File: config.mk
export PLATFORM = sky130hd
export DESIGN_NAME = leading_zero_normalizer
export DESIGN_NICKNAME = d
export VERILOG_FILES = /design/src/rtl/norm_pkg.sv /design/src/rtl/norm_stage.sv /design/src/rtl/leading_zero_normalizer.sv
export SDC_FILE = /design/constraint.sdc
export NUM_CORES = 1
export LEC_CHECK = 0
export ABC_AREA = 1
export BUFFER_PORTS_ARGS = -buffer_cell sky130_fd_sc_hd__buf_4
export CAP_MARGIN = 10
export CORE_ASPECT_RATIO = 0.7
export CORE_MARGIN = 4
export CORE_UTILIZATION = 61
export CTS_BUF_LIST = sky130_fd_sc_hd__clkbuf_4 sky130_fd_sc_hd__clkbuf_8 sky130_fd_sc_hd__clkbuf_16
export DETAILED_ROUTE_END_ITERATION = 10
export GPL_TIMING_DRIVEN = 0
export PLACE_DENSITY_LB_ADDON = 0.2
export SLEW_MARGIN = 20
export SYNTH_ARGS = -nofsm -noshare
export SYNTH_HDL_FRONTEND = slang
export SYNTH_SLANG_ARGS = --single-unit
File: constraint.sdc
create_clock -name clk -period 3.95 [get_ports clk]
set_input_delay 0.5925 -clock clk [delete_from_list [all_inputs] [get_ports clk]]
set_output_delay 0.5925 -clock clk [all_outputs]
set_load 0.01 [all_outputs]
File: src/rtl/norm_pkg.sv
// Shared types and constants for the leading-zero normalizer.
package norm_pkg;

  localparam int unsigned DEF_WIDTH = 8;
  localparam int unsigned DEF_SHW   = 3;

  typedef enum logic [1:0] {
    IDLE   = 2'd0,
    SEARCH = 2'd1,
    DONE   = 2'd2
  } state_e;

  // Result reported for an all-zero input word.
  localparam logic [DEF_WIDTH-1:0] ZERO_DATA  = '0;
  localparam logic [DEF_SHW-1:0]   ZERO_SHAMT = '0;
  localparam logic                 ZERO_FLAG  = 1'b1;

endpackage

File: src/rtl/norm_stage.sv
// One binary-search step: shift left by 2^k when the top 2^k bits are zero.
module norm_stage
  import norm_pkg::*;
#(
  parameter int unsigned WIDTH = DEF_WIDTH,
  parameter int unsigned SHW   = DEF_SHW
) (
  input  logic [WIDTH-1:0] work_i,
  input  logic [SHW-1:0]   k_i,
  output logic [WIDTH-1:0] work_o,
  output logic             hit_o
);

  logic [SHW:0]     step_c;
  logic [WIDTH-1:0] mask_c;

  always_comb begin
    step_c = (SHW+1)'(1) << k_i;
    mask_c = ~({WIDTH{1'b1}} >> step_c);
    hit_o  = (work_i & mask_c) == '0;
    work_o = hit_o ? (work_i << step_c) : work_i;
  end

endmodule

File: src/rtl/leading_zero_normalizer.sv
// Iterative left-normalizer: one binary-search step per clock, results held
// until the downstream consumer takes them.
module leading_zero_normalizer
  import norm_pkg::*;
#(
  parameter int unsigned WIDTH = DEF_WIDTH,
  parameter int unsigned SHW   = DEF_SHW
) (
  input  logic             clk,
  input  logic             rst_n,
  input  logic [WIDTH-1:0] in_data,
  input  logic             in_valid,
  output logic             in_ready,
  output logic [WIDTH-1:0] out_data,
  output logic [SHW-1:0]   out_shamt,
  output logic             out_zero,
  output logic             out_valid,
  input  logic             out_ready
);

  state_e           state_q, state_d;
  logic [WIDTH-1:0] work_q, work_d;
  logic [SHW-1:0]   shamt_q, shamt_d;
  logic [SHW-1:0]   step_q, step_d;
  logic             zero_q, zero_d;
  logic [WIDTH-1:0] out_data_q, out_data_d;
  logic [SHW-1:0]   out_shamt_q, out_shamt_d;
  logic             out_zero_q, out_zero_d;
  logic             out_valid_q, out_valid_d;

  logic [WIDTH-1:0] stage_work;
  logic             stage_hit;

  norm_stage #(
    .WIDTH (WIDTH),
    .SHW   (SHW)
  ) u_stage (
    .work_i (work_q),
    .k_i    (step_q),
    .work_o (stage_work),
    .hit_o  (stage_hit)
  );

  // State and datapath registers.
  always_ff @(posedge clk or negedge rst_n) begin
    if (!rst_n) begin
      state_q     <= IDLE;
      work_q      <= '0;
      shamt_q     <= '0;
      step_q      <= '0;
      zero_q      <= 1'b0;
      out_data_q  <= '0;
      out_shamt_q <= '0;
      out_zero_q  <= 1'b0;
      out_valid_q <= 1'b0;
    end else begin
      state_q     <= state_d;
      work_q      <= work_d;
      shamt_q     <= shamt_d;
      step_q      <= step_d;
      zero_q      <= zero_d;
      out_data_q  <= out_data_d;
      out_shamt_q <= out_shamt_d;
      out_zero_q  <= out_zero_d;
      out_valid_q <= out_valid_d;
    end
  end

  // Next-state and datapath updates.
  always_comb begin
    state_d     = state_q;
    work_d      = work_q;
    shamt_d     = shamt_q;
    step_d      = step_q;
    zero_d      = zero_q;
    out_data_d  = out_data_q;
    out_shamt_d = out_shamt_q;
    out_zero_d  = out_zero_q;
    out_valid_d = out_valid_q;

    unique case (state_q)
      IDLE: begin
        if (in_valid) begin
          work_d  = in_data;
          shamt_d = '0;
          step_d  = SHW'(SHW - 1);
          zero_d  = (in_data == '0);
          state_d = SEARCH;
        end
      end
      SEARCH: begin
        work_d          = stage_work;
        shamt_d[step_q] = stage_hit;
        if (step_q == '0) begin
          // An all-zero word would search to all ones; report the zero result.
          out_valid_d = 1'b1;
          out_zero_d  = zero_q;
          out_data_d  = zero_q ? WIDTH'(ZERO_DATA) : stage_work;
          out_shamt_d = zero_q ? SHW'(ZERO_SHAMT) : shamt_d;
          state_d     = DONE;
        end else begin
          step_d = step_q - SHW'(1);
        end
      end
      DONE: begin
        if (out_ready) begin
          out_valid_d = 1'b0;
          state_d     = IDLE;
        end
      end
      default: state_d = IDLE;
    endcase
  end

  assign in_ready  = (state_q == IDLE);
  assign out_data  = out_data_q;
  assign out_shamt = out_shamt_q;
  assign out_zero  = out_zero_q;
  assign out_valid = out_valid_q;

endmodule

==> run summary <==
Routed length per instance = 13.7 microns
Switching pwr = 1.07 mW
XOR/XNOR Fraction of Synth Area = 0.00466
PwrDens = 947 nW/um^2
Post-synth EDFFs = 0
Clock buffer count from CTS = 5
Crit path DAT = 2.38 ns
Leakage power = 1.24 nW
Synthesized area = 1880 sq um
Worst path most repeated cell = buf_2
Clock network power share = 0.124
Drt pass-1 iters = 5
Post-synthesis compound-gate area fraction = 0.0932
Final Hold Fails = 0
# nets final = 325
Post-Synthesis Cells = 276
Actual slew at the worst max-slew pin = 0.471 ns
HP Class = in2async
Most frequent cells after synthesis = nand2_1 (117), nand3_1 (35), dfrtp_1 (30)
Final-report max-slew violation count = 0
Slew HR = 0.686
Post-synthesis mux area share = 0
Register area share after synthesis = 0.399
Starting Density = 0.656
Htree depth = 2
Gate power share = 0.613
CTS tree = done
# clock sinks = 30
Share of cells above drive strength 1 = 0.181
Core footprint = 2860 sq um
Port buffer count = 25
Final period utilization = 0.568
Run status = finished, final reports clean
Die width = 74.3 microns
Maximum VDD drop = 0.000597 V
ANT nets after route = 0
Setup Buffers After CTS = 0
First-pass GRT wire length = 7890 microns
WL final = 4730 microns
FF-to-FF End = state_q[1]$_DFFE_PN0P_
Switching share of total power = 0.510
Via Count = 1891
Slowest-stage cell, CP = dfrtp_1
Simple-Gate Fraction of Synth Area = 0.385
Max Cap Viol = 0
Initial antenna violation count = 0
Largest family of logic cells by synthesized area = simple AND/OR/NAND/NOR gates
Synth Area per Inst = 6.81 sq um
CP max stage delay = 0.40 ns
Adder-cell share of the synthesized area = 0.0333
DP Area = 2110 sq um
Synth warnings = 0
Asr flop ratio synth = 1.00
Fin cells = 345
Most frequent cell after synthesis = nand2_1
Power share of the sequential group = 0.262
Row cnt = 16
CP cell instances = inv_1, ha_1, buf_2, nand2_1, buf_2, nor2_2, inv_2, clkbuf_1, o21ai_0
CP max FO = 10
Synth area leader = dfrtp_1
Die height = 54.4 microns
Clock skew after layout = 0.00586 ns
Critical path class = reg2reg
Die area = 4050 sq um
Startpoint types = flip-flop
Gpl congestion = 0.994
Area contributors post-synth = dfrtp_1 (40%), nand2_1 (23%), nand3_1 (9.3%)
Synthesized Nets = 293
Fill count = 226
R2R Setup Slk = 1.71 ns
# hold bufs at CTS = 0
Final setup vio count = 0
Type of element capturing the critical path = flip-flop
RSZ-0062 raised after global routing = false
Total Neg Setup Slack = 0 ns
CTS Root Buffer Type = clkbuf_8
Worst-path clk slew = 0.07 ns
Area Overhead vs Synth = 17.4%
Hpwl dp = 3460 microns
Remaining Overflow, GRT = 0
Worst reg2reg path depth = 9
Max Freq = 446 MHz
Tmin final = 2.24 ns
Primary FF master, synth = dfrtp_1
Clock buffer depth = 2
Drc violations = 0
GRT Total Usage = 0.266
Final Instance Area = 2210 sq um
Ports = 26
Flop and latch count out of synthesis = 30
Starting DRT DRC Count = 256
Clock latency on the worst-skew pair = 0.29 ns
Placed Cells = 337
Worst R2R Start = step_q[0]$_DFFE_PN0P_
Worst Setup SP = step_q[0]$_DFFE_PN0P_
Diode count = 0
Library cells used by synthesis = 24
Post-CTS sizing = 0
Vias/cell = 5.48
Vias in the first global route = 1631
Yosys top cell area share = 0.399
Pint = 1.02 mW
Req. time, crit path = 4.09 ns
Largest net degree at the start of global routing = 31
## cell type report
| cell class | count | area [sq um] | area share |
|---|---|---|---|
| Sequential cell | 30 | 751 | 0.340 |
| Clock buffer | 6 | 82.6 | 0.0374 |
| Tap cell | 36 | 45.0 | 0.0204 |
| Clock inverter | 2 | 12.5 | 0.00567 |
| Buffer | 8 | 46.3 | 0.0210 |
| Timing Repair Buffer | 25 | 188 | 0.0850 |
| Multi-Input combinational cell | 208 | 970 | 0.439 |
| Inverter | 30 | 113 | 0.0510 |
## cell usage in the layout, fill, tap and decap left out
cell type	n
ha_1	5
clkinvlp_4	1
o21ai_1	1
nand3_1	35
a22oi_1	1
clkbuf_1	2
buf_2	4
xor2_1	1
nor2_2	4
clkbuf_8	6
buf_6	1
nor2_1	14
a41oi_1	1
clkinv_2	1
o21ai_2	6
o21bai_1	1
nand2_2	3
o21ai_0	11
o22ai_1	1
nand4_1	2
a21oi_1	2
inv_1	26
dfrtp_1	30
buf_4	26
inv_2	4
o31ai_1	3
nand2_1	117
## routing by layer
layer	vias up	GRT usage	share of wire
met5	-	0	0
met4	0	0.104	0.025
met3	17	0.0587	0.097
met2	95	0.390	0.43
met1	843	0.383	0.45
li1	936	-	-
## flip-flops by register name (all words and copies together) (netlist names)
name	count
work_q	8
zero_q	1
out_valid	1
shamt_q	3
step_q	3
state_q	2
out_shamt	3
out_data	8
out_zero	1
## power by group through the flow
| stage | combinational, mW | clock (mW) | sequential, mW |
|---|---|---|---|
| detailed placement | 1.25 | 0 | 0.548 |
| global placement | 1.22 | 0 | 0.545 |
| CTS | 1.26 | 0.262 | 0.545 |
| finish | 1.28 | 0.260 | 0.547 |
| floorplan | 0.906 | 0 | 0.544 |
| global route | 1.44 | 0.276 | 0.560 |
## how the worst max path moves through the flow
| stage | to | depth (start not counted) | slack, ns |
|---|---|---|---|
| 3_5_place_dp | state_q[1]$_DFFE_PN0P_ | 9 | 1.79 |
| 6_report | state_q[1]$_DFFE_PN0P_ | 9 | 1.71 |
| 2_1_floorplan | work_q[2]$_DFFE_PN0P_ | 13 | 2.14 |
| 5_1_grt | work_q[3]$_DFFE_PN0P_ | 13 | 1.56 |
| 4_1_cts | state_q[1]$_DFFE_PN0P_ | 9 | 1.75 |
| 3_3_place_gp | out_data[4]$_DFFE_PN0P_ | 11 | 1.81 |
## stage by stage
| step | power [mW] | setup slack [ns] | util | hold WS (ns) |
|---|---|---|---|---|
| global placement | 1.77 | 1.81 | 0.738 | 0.464 |
| floorplan | 1.45 | 2.14 | - | 0.297 |
| global route | 2.28 | 1.56 | 0.771 | 0.246 |
| finish | 2.09 | 1.71 | 0.771 | 0.221 |
| CTS | 2.07 | 1.75 | 0.771 | 0.233 |
| detailed placement | 1.79 | 1.79 | 0.738 | 0.467 |
## cell families after synthesis
kind of cell             after synthesis
AO/OA/AOI/OAI                         27
buffers and inverters                 38
AND/OR/NAND/NOR                      175
XOR/XNOR                               1
adder cells (fa/ha/maj)                5
flip-flops                            30
## worst max-delay path: cells and delay by family, from the launching register on
| kind | cells | cell delay (ns) |
|---|---|---|
| adder cells (fa/ha/maj) | 1 | 0.23 |
| buffers and inverters | 5 | 1.07 |
| AND/OR/NAND/NOR | 2 | 0.23 |
| flip-flops | 1 | 0.40 |
| AO/OA/AOI/OAI | 1 | 0.16 |
Power figures use the tool's default switching activity.
